**src/rtl/mux_sched_pkg.sv**
```systemverilog
// Shared definitions for the round-robin mux scheduler: FSM state encoding
// and the helper that sizes the mux select from the requester count.
package mux_sched_pkg;

  // Scheduler state: IDLE waits for any request, GRANT owns the mux select.
  typedef enum logic [0:0] {
    ST_IDLE  = 1'b0,
    ST_GRANT = 1'b1
  } state_t;

  // Width of a select able to address n inputs; never narrower than one bit.
  function automatic int sel_width(input int n);
    return (n <= 2) ? 1 : $clog2(n);
  endfunction

endpackage

```
**src/rtl/rr_pick.sv**
```systemverilog
// Combinational round-robin picker: finds the first unmasked request starting
// at ptr and wrapping around. Rotates the request vector so ptr lands on bit 0,
// priority-encodes the lowest set bit, then rotates the index back.
module rr_pick
  import mux_sched_pkg::*;
#(
  parameter int N_REQ = 4
) (
  input  logic [N_REQ-1:0]            req,
  input  logic [sel_width(N_REQ)-1:0] ptr,
  input  logic [N_REQ-1:0]            mask,
  output logic [sel_width(N_REQ)-1:0] winner,
  output logic                        found
);

  localparam int SEL_W = sel_width(N_REQ);
  localparam logic [SEL_W:0] N_EXT = (SEL_W+1)'(N_REQ);
  localparam logic [SEL_W:0] LAST  = (SEL_W+1)'(N_REQ - 1);

  logic [N_REQ-1:0] masked;
  logic [N_REQ-1:0] rotated;
  logic [SEL_W:0]   first_off;

  // Modular add of two indices below N_REQ; the wrap is an explicit compare so
  // a non-power-of-two N_REQ never produces an index past the last input.
  function automatic logic [SEL_W-1:0] wrap_add(input logic [SEL_W-1:0] base,
                                                input logic [SEL_W:0]   off);
    logic [SEL_W:0] sum;
    sum = {1'b0, base} + off;
    if (sum > LAST) sum = sum - N_EXT;
    return sum[SEL_W-1:0];
  endfunction

  assign masked = req & ~mask;
  assign found  = |masked;

  // Rotate the masked requests so that position ptr becomes bit 0.
  always_comb begin
    rotated = '0;
    for (int k = 0; k < N_REQ; k++) begin
      rotated[k] = masked[wrap_add(ptr, (SEL_W+1)'(k))];
    end
  end

  // Lowest set bit of the rotated vector is the nearest requester after ptr.
  always_comb begin
    first_off = '0;
    for (int k = N_REQ - 1; k >= 0; k--) begin
      if (rotated[k]) first_off = (SEL_W+1)'(k);
    end
    winner = wrap_add(ptr, first_off);
  end

endmodule

```
**src/rtl/mux_rr_sched.sv**
```systemverilog
// Round-robin scheduler owning the select of an N_REQ:1 data mux. Grants one
// requester at a time for at most MAX_BURST transfer beats, forwards the
// selected word over a valid/ready channel and rotates priority on release.
module mux_rr_sched
  import mux_sched_pkg::*;
#(
  parameter int N_REQ     = 4,
  parameter int DATA_W    = 8,
  parameter int MAX_BURST = 4
) (
  input  logic                        clk,
  input  logic                        rst,
  input  logic [N_REQ-1:0]            req,
  input  logic [N_REQ*DATA_W-1:0]     data,
  input  logic                        out_ready,
  output logic                        out_valid,
  output logic [DATA_W-1:0]           out_data,
  output logic [sel_width(N_REQ)-1:0] sel,
  output logic [N_REQ-1:0]            ack,
  output logic                        busy
);

  localparam int SEL_W = sel_width(N_REQ);
  localparam int BC_W  = $clog2(MAX_BURST + 1);
  localparam logic [BC_W-1:0]  BC_LAST  = BC_W'(MAX_BURST - 1);
  localparam logic [SEL_W-1:0] SEL_LAST = SEL_W'(N_REQ - 1);

  state_t            state;
  logic [SEL_W-1:0]  ptr;
  logic [BC_W-1:0]   beat_cnt;

  logic              granted;
  logic              xfer;
  logic              rel_abort;
  logic              rel_burst;
  logic              release_now;
  logic [SEL_W-1:0]  next_ptr;
  logic [SEL_W-1:0]  pick_ptr;
  logic [SEL_W-1:0]  winner;
  logic [N_REQ-1:0]  pick_mask;
  logic [N_REQ-1:0]  sel_onehot;
  logic              found;

  assign granted    = (state == ST_GRANT);
  assign busy       = granted;
  assign sel_onehot = {{(N_REQ-1){1'b0}}, 1'b1} << sel;

  // The granted requester's own req is its valid; a transfer is valid & ready.
  assign out_valid = granted & req[sel];
  assign xfer      = out_valid & out_ready;
  assign ack       = xfer ? sel_onehot : '0;

  // A grant ends when the owner withdraws, or on the last beat of a full burst.
  assign rel_abort   = granted & ~req[sel];
  assign rel_burst   = xfer & (beat_cnt == BC_LAST);
  assign release_now = rel_abort | rel_burst;

  // Priority moves to the requester after the one just released.
  assign next_ptr = (sel == SEL_LAST) ? '0 : sel + SEL_W'(1);

  // In GRANT the picker already looks at the post-release pointer, so a new
  // winner is loaded on the release edge without an idle bubble. Only an
  // aborting owner is masked; a burst-limited owner may win again if alone.
  assign pick_ptr  = granted ? next_ptr : ptr;
  assign pick_mask = rel_abort ? sel_onehot : '0;

  rr_pick #(
    .N_REQ (N_REQ)
  ) u_pick (
    .req    (req),
    .ptr    (pick_ptr),
    .mask   (pick_mask),
    .winner (winner),
    .found  (found)
  );

  // Data mux driven by the registered select; compare-based so unused select
  // codes for a non-power-of-two N_REQ simply yield zero.
  always_comb begin
    out_data = '0;
    for (int k = 0; k < N_REQ; k++) begin
      if (sel == SEL_W'(k)) out_data = data[k*DATA_W +: DATA_W];
    end
  end

  // Scheduler FSM: grant, burst counting, release and same-cycle re-arbitration.
  always_ff @(posedge clk or posedge rst) begin
    if (rst) begin
      state    <= ST_IDLE;
      sel      <= '0;
      ptr      <= '0;
      beat_cnt <= '0;
    end else begin
      case (state)
        ST_IDLE: begin
          if (found) begin
            sel      <= winner;
            beat_cnt <= '0;
            state    <= ST_GRANT;
          end
        end
        ST_GRANT: begin
          if (release_now) begin
            ptr      <= next_ptr;
            beat_cnt <= '0;
            if (found) sel <= winner;
            else       state <= ST_IDLE;
          end else if (xfer) begin
            beat_cnt <= beat_cnt + BC_W'(1);
          end
        end
        default: state <= ST_IDLE;
      endcase
    end
  end

endmodule
```
**config.mk**
```make
export PLATFORM = sky130hd
export DESIGN_NAME = mux_rr_sched
export DESIGN_NICKNAME = d
export VERILOG_FILES = /design/src/rtl/mux_sched_pkg.sv /design/src/rtl/rr_pick.sv /design/src/rtl/mux_rr_sched.sv
export SDC_FILE = /design/constraint.sdc
export NUM_CORES = 1
export LEC_CHECK = 0
export ABC_AREA = 1
export CORE_MARGIN = 1
export CORE_UTILIZATION = 39
export DETAILED_ROUTE_END_ITERATION = 8
export PLACE_DENSITY = 0.87
export SYNTH_ARGS = -nofsm -noshare
export SYNTH_HDL_FRONTEND = slang
export SYNTH_SLANG_ARGS = --single-unit
```
**constraint.sdc**
```tcl
create_clock -name clk -period 3.3 [get_ports clk]
set_input_delay 0.33 -clock clk [delete_from_list [all_inputs] [get_ports clk]]
set_output_delay 0.33 -clock clk [all_outputs]
set_load 0.05 [all_outputs]
```
After elaboration in Yosys (flattened, before gate mapping):

Cells that the tools add are included.

* register bits: 8
* bits in latches: 0
* RAM bits: 0
* ROM bits: 0
* input bits: 39
* output and inout bits: 16
* logic and storage cells: 83
* memories kept: 0

* add/sub/neg operators: 11
* multiply operators: 0
* divide/modulo/power cells: 0
* magnitude comparators: 10
* equal/unequal tests: 7
* shift-type cells: 1
* mux-type cells: 37
* bitwise operators: 9
* reductions and logical operators: 4

Operators with widths (number)
* 8-bit 2-to-1 mux: 4
* 2-bit 2-to-1 mux: 13
* 2-bit by 3-bit < comparator with 1-bit output, second input constant: 5
* 3-bit by 2-bit greater-than comparator with 1-bit output, second input constant: 4
* 1-bit binary-select mux with 2-bit select: 5
* 2-bit by 1-bit subtractor with 2-bit output, second input constant: 5
* 3-bit 2-to-1 mux: 3
* 4-bit 2-to-1 mux: 2
* 1-bit 2-to-1 mux: 7
* 2-bit by 2-bit adder with 3-bit output, second input constant: 2
* 3-bit case mux with 2 select lines: 1
* 1-bit bitwise AND: 4
* 4-bit bitwise AND: 1
* 2-bit equality test, second input constant: 2
* 4-bit inverter: 1
* 2-bit case mux with 2 select lines: 1
* 2-bit AND reduction: 2
* 4-bit OR reduction: 1
* 1-bit by 2-bit << shifter with 4-bit output, first input constant: 1
* 2-bit by 1-bit adder with 3-bit output, second input constant: 1
* 2-bit by 2-bit adder with 3-bit output: 1
* 3-bit by 1-bit adder with 3-bit output, second input constant: 1
* 3-bit by 2-bit equality test with 1-bit output, second input constant: 1
* 3-bit by 1-bit != test with 1-bit output, second input constant: 1
* other kinds (9): 10

Depth between registers and ports, before layout:

* depth in word-level cells: 19
* mapped depth: 17
* gate-level depth less buffers: 17

Modules after synthesis:

From an unflattened synthesis, not the netlist that was laid out.

* cell total of the unflattened synthesis: 192
* area, all modules: 1118.6 um^2

Modules (own cells, without submodules)
* mux_rr_sched: times used 1, cells an instance 141, area an instance 872.1 um^2, seq. area each 200.2 um^2
* rr_pick: times used 1, cells an instance 51, area an instance 246.5 um^2, seq. area each 0.0 um^2

Worst setup path after synthesis:

Ideal clock, no wire load.

* path type: reg-to-output
* start: register sel[1]
* end: output out_data[0]
* arrival time: 2876 ps
* data required time: 2970 ps
* slack: 94 ps
* cell stages (with the launch flop): 7
* path buffers: 1
* path through: dfrtp_1 -> inv_1 -> ha_1 -> clkbuf_1 -> nor2_1 -> a221oi_1 -> o31ai_1

* longest elaborated chain between the ends: 5
* elaborated cells on any way between the ends: 8
* those cells by class: eq/ne: 3; mux: 4; reduce/logical: 1

Ends and longest elaborated chain
* from (decl): RTL line mux_rr_sched.sv:18 `output logic [sel_width(N_REQ)-1:0] sel,`
* from (signal assigned): RTL line mux_rr_sched.sv:97 `sel <= winner;`
* from (signal assigned): RTL line mux_rr_sched.sv:106 `if (found) sel <= winner;`
* 2-bit zero test: RTL line mux_rr_sched.sv:82 `if (sel == SEL_W'(k)) out_data = data[k*DATA_W +: DATA_W];`
* 8-bit 2-to-1 mux (3 in a row): RTL line mux_rr_sched.sv:82
* 8-bit 2-to-1 mux *: RTL line mux_rr_sched.sv:82
* to (decl): RTL line mux_rr_sched.sv:17 `output logic [DATA_W-1:0] out_data,`

Every way passes the cells marked *; elsewhere a longest branch is shown, timed or not.

Worst setup path after layout:

* start: register sel[1]
* end: output out_data[7]

The elaborated chain is that of the path after synthesis.

==> flow_metrics.tcl <==
set metrics [dict create \
    status "finished clean" \
    regArea_um2 200 \
    synth_ff_type "dfrtp_1" \
    ys_top_cells_by_area "dfrtp_1 19%, nand2_1 16%, nand3_1 10%" \
    crit_fanout 11 \
    post-dp-hpwl_mm 2.35 \
    cts_hold_buf 0 \
    boundaryPins 55 \
    dp.cells 236 \
    portBuffers 54 \
    cap_violations 0 \
    cts_root_buf "clkbuf_4" \
    ys_seq_area_share_pct 19.3 \
    clk_path_buf_depth 2 \
    clk_pin_slew_ns 0.05 \
    post-synth-top-count-cell "nand2_1" \
    drtPass1Iterations 4 \
    first_global_vias 1138 \
    fin_tns_setup_ns 0 \
    via_per_inst 5.12 \
    worstSetupPathType "register to output port" \
    grt_max_degree 19 \
    rows 18 \
    hold_slack_ns 0.318 \
    yosys.area.top_type_share_pct 19.3 \
    multi_input_area_um2 734 \
    fin_skew_ns 0.000262 \
    syn_nets 202 \
    grt_antenna_before_repair 0 \
    drt_iter0_drc 9 \
    avgSynthCellArea_um2 6.67 \
    area_delta_synth_final_pct 55.7 \
    fin_cells 239 \
    postCtsResizedCells 0 \
    die_y_um 53.6 \
    synth-seq-cells 8 \
    ys_warn_count 0 \
    ys_types 28 \
    finalCritPeriodShare_pct 90.6 \
    drc 0 \
    wl_mm 2.83 \
    async_flop_share_pct 100 \
    hold_violations 0 \
    synth_area_leader_cell "dfrtp_1" \
    cp-end-kind "output port" \
    crit_path_start_kind "register" \
    fillers 231 \
    fmax_mhz 335 \
    htreeDepth 1 \
    grtUsageTotal_pct 20.4 \
    fp.coreArea_um2 2500 \
    synth_edf_count 0 \
    grt_overflow_total 0 \
    die_w_um 53.6 \
    ant_nets 0 \
    die-area_um2 2880 \
    cts_buffers 3 \
    vias 1224 \
    post_route_cells_drive_above_1_share_pct 11.0 \
    setup_viol 0 \
    maxSlewViolCount 0 \
    layout_setup_ws_ns 0.311 \
    post_cts_buffers 0 \
    crit_required_ns 2.97 \
    min_period_ns 2.99 \
    clk_latency_ns 0.25 \
    preCtsSetupSlack_ns 0.433 \
    min_path_type "input pin to async pin" \
    cts_tree "done" \
    syn_inst 156 \
    ff2ff_path_depth 15 \
    synthTopCellsByCount "43 x nand2_1, 21 x nand3_1, 15 x nor2_1" \
    nNetsFinal 257 \
    worst_ep_arrival_time_ns 2.66 \
    netlist_area_um2 1040 \
    start_util_pct 41.6 \
    n_antenna_cell 0 \
    max_slew.worst_pin.slew_ns 0.510 \
    grt_setup_unrepaired "no" \
    gp_congestion 0.791 \
    wl_per_cell_um 11.8 \
    slew_headroom_pct 65.9 \
    clock_sinks 8 \
    grt_pass1_wl_mm 4.37 \
]
==> stage by stage <==
stage / instance area, um2 / util [%]
6_report: 1620 / 64.8
5_1_grt: 1620 / 64.8
4_1_cts: 1620 / 64.7
3_5_place_dp: 1590 / 63.8
3_3_place_gp: 1590 / 63.8
2_1_floorplan: 1040 / -
==> state kept, by name, indices dropped and copies added (netlist names) <==
signal,cells
beat_cnt,3
ptr,2
sel,2
busy,1
==> cells by family after synthesis <==
| group | synth area share (%) |
|---|---|
| AO/OA/AOI/OAI | 21.5 |
| XOR/XNOR | 2.41 |
| adder cells (fa/ha/maj) | 8.42 |
| buffers and inverters | 10.3 |
| flip-flops | 19.3 |
| AND/OR/NAND/NOR | 38.0 |
==> layer usage <==
layer	GRT usage [%]	vias up	part of all wire, %
met3	6.78	7	15
met5	0	-	0
met2	37.5	59	43
met1	20.6	526	40
met4	9.21	0	1.8
li1	-	632	-
==> area by class of cell <==
class / instances / share of cell area (%)
clock buffer: 3 / 1.39
inverter: 19 / 4.71
multi-input combinational: 124 / 45.4
sequential: 8 / 12.4
tap: 30 / 2.32
timing repair buffer: 55 / 33.8
==> cells in the final DEF, fill, tap and decap left out, types with 2 or more instances in the layout <==
cell              n
nand2_1          43
inv_2             5
nand2_2           2
ha_1              7
or2_1             2
dfrtp_1           8
o31ai_1           8
o21ai_1           4
nand3_1          21
clkdlybuf4s50_1  54
clkbuf_4          3
o21ai_4           3
nor2_1           14
o21ai_0           2
inv_1            12
a221oi_1          8
nor2_2            3
==> worst paths after layout <==
| path | startpoint | endpoint | slack (ns) |
|---|---|---|---|
| worst min register to register | beat_cnt[1] | beat_cnt[1] | 0.50 |
| worst min-delay path | rst | beat_cnt[0] | 0.32 |
| worst max-delay path | sel[1] | out_data[7] | 0.31 |
| max in group asynchronous | rst | beat_cnt[1] | 2.75 |
| worst max register to register | sel[0] | sel[1] | 0.77 |
| min in group clk | beat_cnt[1] | beat_cnt[1] | 0.50 |
==> critical path, stage by stage (launching register included) <==
cell and delay (ns):
dfrtp_1 0.43, inv_1 0.11, ha_1 0.33, nor2_2 0.33, a221oi_1 0.13, o31ai_1 0.24, clkdlybuf4s50_1 0.85
Power is left out: the tool's default activity adds up to more than one toggle a clock period on the data nets, which glitch-free logic cannot reach.
